## config.mk

```make
export PLATFORM = sky130hd
export DESIGN_NAME = pe_job_sequencer
export DESIGN_NICKNAME = d
export VERILOG_FILES = /design/src/rtl/pe_job_sequencer.sv
export SDC_FILE = /design/constraint.sdc
export NUM_CORES = 1
export LEC_CHECK = 0
export CAP_MARGIN = 10
export CORE_MARGIN = 1
export CORE_UTILIZATION = 48
export CTS_CLUSTER_SIZE = 20
export DETAILED_ROUTE_END_ITERATION = 10
export GPL_TIMING_DRIVEN = 0
export PLACE_DENSITY = 0.91
export SYNTH_ARGS = -nofsm -noshare
export SYNTH_HDL_FRONTEND = slang
export SYNTH_SLANG_ARGS = --single-unit
```

## constraint.sdc

```tcl
create_clock -name clk -period 2.1 [get_ports clk]
set_input_delay 0.315 -clock clk [delete_from_list [all_inputs] [get_ports clk]]
set_output_delay 0.315 -clock clk [all_outputs]
set_load 0.005 [all_outputs]
```

## src/rtl/pe_job_sequencer.sv

```systemverilog
// pe_job_sequencer: runs one PE job at a time. It loads the filter and IF
// FIFOs from a shared input stream, pulses pe_start, then drains results.
// Ports:
//   cfg_*         job descriptor (filter/IF/result word counts)
//   in_*          shared input stream (valid/ready)
//   filt_*, if_*  filter and IF FIFO write side
//   pe_start      one-cycle PE start pulse
//   out_*         output FIFO read side (dout valid the cycle after ren)
//   m_*           registered result stream (valid/ready)
//   busy, done    job status; done pulses for one cycle at job end
module pe_job_sequencer #(
  parameter int IF_W   = 10,
  parameter int FILT_W = 8,
  parameter int OUT_W  = 19,
  parameter int DIN_W  = 10,
  parameter int CNT_W  = 8
) (
  input  logic              clk,
  input  logic              rstn,
  input  logic              cfg_valid,
  output logic              cfg_ready,
  input  logic [CNT_W-1:0]  cfg_filt_words,
  input  logic [CNT_W-1:0]  cfg_if_words,
  input  logic [CNT_W-1:0]  cfg_out_words,
  input  logic              in_valid,
  output logic              in_ready,
  input  logic [DIN_W-1:0]  in_data,
  output logic              filt_wen,
  output logic [FILT_W-1:0] filt_din,
  input  logic              filt_full,
  output logic              if_wen,
  output logic [IF_W-1:0]   if_din,
  input  logic              if_full,
  output logic              pe_start,
  output logic              out_ren,
  input  logic [OUT_W-1:0]  out_dout,
  input  logic              out_empty,
  output logic              m_valid,
  output logic [OUT_W-1:0]  m_data,
  input  logic              m_ready,
  output logic              busy,
  output logic              done
);

  typedef enum logic [2:0] {
    S_IDLE,
    S_LOAD_FILT,
    S_LOAD_IF,
    S_START,
    S_DRAIN,
    S_DONE
  } state_t;

  localparam logic [CNT_W-1:0] ONE = CNT_W'(1);

  state_t           state_q, state_d;
  logic [CNT_W-1:0] filt_cnt_q, filt_cnt_d;
  logic [CNT_W-1:0] if_cnt_q, if_cnt_d;
  logic [CNT_W-1:0] out_tot_q, out_tot_d;
  logic [CNT_W-1:0] rd_cnt_q, rd_cnt_d;
  logic [CNT_W-1:0] rem_q, rem_d;
  logic             pend_q, pend_d;
  logic             mval_q, mval_d;
  logic [OUT_W-1:0] mdata_q, mdata_d;

  assign filt_din = in_data[FILT_W-1:0];
  assign if_din   = in_data[IF_W-1:0];
  assign m_valid  = mval_q;
  assign m_data   = mdata_q;
  assign busy     = (state_q != S_IDLE);

  always_ff @(posedge clk or negedge rstn) begin
    if (!rstn) begin
      state_q    <= S_IDLE;
      filt_cnt_q <= '0;
      if_cnt_q   <= '0;
      out_tot_q  <= '0;
      rd_cnt_q   <= '0;
      rem_q      <= '0;
      pend_q     <= 1'b0;
      mval_q     <= 1'b0;
      mdata_q    <= '0;
    end else begin
      state_q    <= state_d;
      filt_cnt_q <= filt_cnt_d;
      if_cnt_q   <= if_cnt_d;
      out_tot_q  <= out_tot_d;
      rd_cnt_q   <= rd_cnt_d;
      rem_q      <= rem_d;
      pend_q     <= pend_d;
      mval_q     <= mval_d;
      mdata_q    <= mdata_d;
    end
  end

  always_comb begin
    state_d    = state_q;
    filt_cnt_d = filt_cnt_q;
    if_cnt_d   = if_cnt_q;
    out_tot_d  = out_tot_q;
    rd_cnt_d   = rd_cnt_q;
    rem_d      = rem_q;
    pend_d     = pend_q;
    mval_d     = mval_q;
    mdata_d    = mdata_q;
    cfg_ready  = 1'b0;
    in_ready   = 1'b0;
    filt_wen   = 1'b0;
    if_wen     = 1'b0;
    pe_start   = 1'b0;
    out_ren    = 1'b0;
    done       = 1'b0;
    unique case (state_q)
      S_IDLE: begin
        cfg_ready = 1'b1;
        if (cfg_valid) begin
          filt_cnt_d = cfg_filt_words;
          if_cnt_d   = cfg_if_words;
          out_tot_d  = cfg_out_words;
          rem_d      = cfg_out_words;
          rd_cnt_d   = '0;
          pend_d     = 1'b0;
          if (cfg_filt_words != '0)
            state_d = S_LOAD_FILT;
          else if (cfg_if_words != '0)
            state_d = S_LOAD_IF;
          else
            state_d = S_START;
        end
      end
      S_LOAD_FILT: begin
        in_ready = ~filt_full;
        filt_wen = in_valid & ~filt_full;
        if (filt_wen) begin
          filt_cnt_d = filt_cnt_q - ONE;
          if (filt_cnt_q == ONE)
            state_d = (if_cnt_q != '0) ? S_LOAD_IF : S_START;
        end
      end
      S_LOAD_IF: begin
        in_ready = ~if_full;
        if_wen   = in_valid & ~if_full;
        if (if_wen) begin
          if_cnt_d = if_cnt_q - ONE;
          if (if_cnt_q == ONE)
            state_d = S_START;
        end
      end
      S_START: begin
        pe_start = 1'b1;
        state_d  = (out_tot_q != '0) ? S_DRAIN : S_DONE;
      end
      S_DRAIN: begin
        // Single read in flight; the next read waits until the
        // held word has been accepted downstream.
        out_ren = ~out_empty & ~pend_q & ~mval_q
                & (rd_cnt_q < out_tot_q);
        if (out_ren) begin
          pend_d   = 1'b1;
          rd_cnt_d = rd_cnt_q + ONE;
        end
        if (pend_q) begin
          pend_d  = 1'b0;
          mval_d  = 1'b1;
          mdata_d = out_dout;
        end
        if (mval_q && m_ready) begin
          mval_d = 1'b0;
          rem_d  = rem_q - ONE;
          if (rem_q == ONE)
            state_d = S_DONE;
        end
      end
      S_DONE: begin
        done    = 1'b1;
        state_d = S_IDLE;
      end
      default: state_d = S_IDLE;
    endcase
  end

endmodule

```

== Word-level counts from Yosys, hierarchy flattened ==
Index checks and enable logic that the tools add are counted.

* Flip-flop bits (word level): 64
* Input bits: 61
* Output and inout port bits: 46
* Logic and storage cells: 97

* $add $sub $neg: 4
* Order comparisons: 1
* Eq/ne operators: 16
* Multiplexer cells: 37
* Bitwise logic cells: 10
* Reductions and logical operators: 20

{| class="wikitable"
|+ Operators with widths
! cell !! number
|-
| $mux 8 || 8
|-
| $pmux 8 s2 || 4
|-
| $reduce_bool 8->1 || 4
|-
| $eq 8x1->1 const B || 3
|-
| $sub 8x1->8 const B || 3
|-
| $mux 3 || 7
|-
| $ne 2x2->1 const B || 8
|-
| $pmux 3 s5 || 1
|-
| $mux 1 || 14
|-
| $reduce_and 3->1 || 4
|-
| $add 8x1->8 const B || 1
|-
| $lt 8x8->1 || 1
|-
| $reduce_and 2->1 || 4
|-
| $reduce_bool 2->1 || 4
|-
| $reduce_and 7->1 || 1
|-
| $eq 3x2->1 const B || 2
|-
| $eq 3x3->1 const B || 2
|-
| $and 1x1->1 || 5
|-
| $not 1->1 || 5
|-
| $pmux 1 s2 || 2
|-
| $eq 3x1->1 const B || 1
|-
| $logic_not 3->1 || 1
|-
| $reduce_bool 3->1 || 1
|-
| $mux 2 || 1
|-
| $logic_and 1x1->1 || 1
|}

== Depth between registers and ports, before layout ==
Gate-level depths: netlist (run 1).

* Depth after elaboration: 7
* Mapped depth: 8
* Mapped depth without buffers: 7

== Worst setup path after synthesis (run 1) ==
Ideal clock, no wire load.

* Path kind: reg-to-reg
* Start point: register rd_cnt_q[7]
* End point: register rd_cnt_q[6]
* Setup time: 0.124 ns
* Data arrival time: 1.772 ns
* Required time: 1.976 ns
* Path slack: 0.204 ns
* Cell stages (with the launch flop): 8
* Buffers on the path: 1
* Clock period less this slack: 1.896 ns
* Cell sequence: dfrtp_1 ha_1 and4_1 o21ai_0 o211ai_2 clkbuf_1 nor3_1 a211o_1

* Longest elaborated chain between the ends: 4

{| class="wikitable"
|+ RTL lines
! element !! RTL line !! text
|-
| start: declaration || 60 || <nowiki>logic [CNT_W-1:0] rd_cnt_q, rd_cnt_d;</nowiki>
|-
| start signal: assignment || 88 || <nowiki>rd_cnt_q <= rd_cnt_d;</nowiki>
|-
| $lt 8x8->1 || 157 || <nowiki>& (rd_cnt_q < out_tot_q);</nowiki>
|-
| $and 1x1->1 || 157 ||
|-
| $ne 2x2->1 (no source line) || n/a ||
|-
| $reduce_and 3->1 (no source line) || n/a ||
|}

No other way between the ends.
A chain may end at the register's enable or synchronous reset.

== Worst setup path after layout (run 1) ==
* Start point: register state_q[0]
* End point: output out_ren

* Longest elaborated chain between the ends: 2

{| class="wikitable"
|+ RTL lines
! element !! RTL line !! text
|-
| start: declaration || 56 || <nowiki>state_t state_q, state_d;</nowiki>
|-
| start signal: assignment || 84 || <nowiki>state_q <= state_d;</nowiki>
|-
| $eq 3x3->1 || 113 || <nowiki>unique case (state_q)</nowiki>
|-
| $mux 1 || 113 ||
|-
| end: declaration || 35 || <nowiki>output logic out_ren,</nowiki>
|}

No other way between the ends.

==> results of run 1 <==
[layout make-up]
class,count,share of cell area [%]
flip-flops and latches,64,30.3
well taps,99,2.34
inverters,16,1.13
repair buffers,115,21.4
clock inverters,7,1.35
multi-input cells,278,35.9
clock buffers,9,2.34
plain buffers,37,5.26
[cell usage after synthesis (4+ instances only)]
master    number
nor2_1        35
ha_1          15
a21oi_1       24
nand3_1       11
nor3_1        15
buf_2         10
nor3b_1        5
inv_1         16
buf_4         18
a22oi_1        5
o21ai_0       40
a31oi_1        5
o22a_1         6
o22ai_1        4
clkbuf_1       8
nand2_1       34
nor4_1        14
and3_1         4
mux2_2        19
dfrtp_1       64
[logic make-up (layout without fill, tap and decap cells)]
logic type,count (synthesis),after routing,share of synthesized area [%]
simple gates,138,138,19.1
compound gates,105,105,18.0
flops,64,64,43.8
buf+inv,53,184,7.84
mux,19,19,5.85
fa+ha+maj,15,15,5.13
xor+xnor,1,1,0.240
[layer usage]
| metal | GRT usage (%) | wire length (µm) | vias up |
|---|---|---|---|
| li1 | - | - | 1658 |
| met1 | 32.0 | 4110 | 1802 |
| met2 | 48.4 | 5670 | 251 |
| met3 | 6.83 | 1060 | 47 |
| met4 | 9.24 | 350 | 0 |
| met5 | 0 | 0 | - |
[state kept, by name, summed over array words and instances, names as in the netlist]
register / cells
filt_cnt_q: 8
if_cnt_q: 8
m_data: 19
m_valid: 1
out_tot_q: 8
pend_q: 1
rd_cnt_q: 8
rem_q: 8
state_q: 3
[worst max-delay path, delay by kind of cell, from the launching register on]
family,cells,cell delay (ns)
buffers and inverters,3,0.52
and+or+nand+nor,3,0.57
DFF,1,0.44
[how the worst min path moves through the flow]
stage / startpoint / endpoint / slack [ns]
final: rstn / m_data[3] / 0.49
after global routing: cfg_out_words[0] / out_tot_q[0] / 0.53
after CTS: rstn / m_data[15] / 0.48
after detailed placement: rstn / m_data[3] / 0.31
after global placement: if_cnt_q[6] / if_cnt_q[6] / 0.49
after floorplan: rstn / filt_cnt_q[0] / 0.02
[timing repair]
action	4_1_cts	5_1_grt
resized for setup	41	25
endpoints found under the hold margin	19	0
pin swaps	6	1
buffers inserted	10	6
hold buffers	1	0
endpoints found under the setup margin	7	23
[power breakdown]
group,switching [W],internal (W),total (W)
clock network,0.000517,0.000550,0.00107
registers,0.000443,0.00165,0.00209
logic,0.00157,0.00142,0.00299
[stage by stage]
stage	hold slack [ns]	total power (W)	TNS [ns]	util (%)	worst slack [ns]
global route	0.532	0.00652	-0.310	72.7	-0.182
CTS	0.483	0.00580	-0.0909	71.0	-0.0909
detailed placement	0.306	0.00447	-3.09	65.7	-0.342
floorplan	0.0194	0.00357	0	-	0.204
finish	0.493	0.00615	-0.101	72.7	-0.101
global placement	0.485	0.00432	-87.39	65.0	-1.31
==> impl_metrics.csv, run 1 <==
group,metric,value,unit
critical_path,endpoint_kind,"output pin",
timing,finalClockSkew,0.00865,ns
synth,synthTopCellsByArea,"dfrtp_1 44%, mux2_2 5.9%, o21ai_0 5.5%",
detailed_routing,drt_iter0_drc,342,
detailed_routing,ant_nets,0,
hold_path,min_path_type,"in -> async",
floorplanning,initial_utilization,50.1,%
critical_path,crit_type,"reg -> out",
synth,synth_top_area_share,43.8,%
finish,layoutNonFillerInstCount,625,
clock_tree,cts_buffers,9,
floorplanning,core,0.00729,mm²
placement,globalplace.congestion,0.896,
detailed_routing,first_pass_iters,5,
finish,fin_nets,597,
critical_path,startpoint,"state_q[0]",
synth,synth_nets,471,
placement,io_buffers,96,
finish,layout_commonest_cell,"clkdlybuf4s50_1",
finish,multi_input_area,0.00190,mm²
clock_tree,clock_latency,0.34,ns
critical_path,r2r_slack,0.05,ns
synth,synth.distinct_cells,52,
timing,min_period_over_period,105,%
timing,hold_viol,0,
run,drv_cap,0,
detailed_routing,routed_wl,11200,µm
finish,seqCellArea,0.00161,mm²
global_routing,grt_pass1_wl,16500,µm
placement,dpl.cell_count,592,
finish,fillers,509,
global_routing,groute.usage.overall,27.2,%
floorplanning,die_x,89.3,µm
finish,drive_gt1_share,23.4,%
critical_path,reg2reg_to,"rd_cnt_q[7]",
placement,dp_hpwl,7350,µm
detailed_routing,vias,3758,
finish,final_cell_mix,"89 x clkdlybuf4s50_1, 59 x dfrtp_1, 39 x o21ai_0, 36 x buf_4, 33 x nand2_1",
synth,ys_seq_area_share,43.8,%
finish,final_cell_area,0.00530,mm²
floorplanning,ioPinCount,107,
critical_path,critical_path_required,1.78,ns
critical_path,crit_path_max_fanout,10,
timing,setup-violations-final,1,
timing,setup_slack,-0.101,ns
status,violations,"negative setup slack",
timing,fin_crit,2.20,ns
clock_tree,clkTransAtPathRegs,0.08,ns
pwr,power_density,1160,mW/mm²
timing,slew_violations,0,
finish,diodes,0,
critical_path,crit_chain,"buf_4 > nor2_2 > nand2_1 > buf_8 > nor4b_4 > buf_2",
synth,synth-seq-cells,64,
critical_path,crit_path_end,"out_ren",
clock_tree,cts_max_level,3,
synth,synth_top_cell_by_area,"dfrtp_1",
clock_tree,cts_sinks,64,
critical_path,crit_arrival,1.89,ns
synth,synth-edff-count,0,
synth,syn-cell-area,0.00366,mm²
critical_path,startpoint_type,"flip-flop",
critical_path,r2r-start,"rd_cnt_q[3]",
status,status,"finished, violations left",
floorplanning,die_y,89.3,µm
critical_path,cp_slowest_stage_delay,0.44,ns
detailed_routing,wl_per_cell,17.9,µm
synth,yosysWarningCount,0,
timing,rsz0062_at_grt,"true",
placement,placed_area,0.00479,mm²
timing,tightest_slew,0.533,ns
critical_path,crit_slowest_cell,"dfrtp_2",
floorplanning,die-area,0.00797,mm²
synth,synthCells,395,
detailed_routing,vias_per_cell,6.01,
clock_tree,cts_tree,"built",
floorplanning,row_count,31,
global_routing,antenna_found_initial,0,
clock_tree,root_buffer,"clkbuf_8",
pwr,leakage,2.36,nW
synth,avgSynthCellArea,9.26,µm²
detailed_routing,drc,0,
timing,max_freq,0.454,GHz
global_routing,grt_pass1_vias,3605,
pwr,ir_worst_vdd,0.000531,V
synth,async_reset_ff_share,100,%
clock_tree,cts_buffer_depth,2,
global_routing,overflow,0,
finish,area_growth,45.0,%
critical_path,r2r_cells,7,
synth,synth-main-ff-cell,"dfrtp_1",
global_routing,grt_max_degree,25,
timing,slew_headroom,64.5,%
Power figures use the tool's default switching activity.
==> inputs of run 2 (changes only) <==
CORE_MARGIN = default   (was 1)
==> results of run 2 <==
Same layout as run 1: the final DEF is identical, and so are final timing and power.
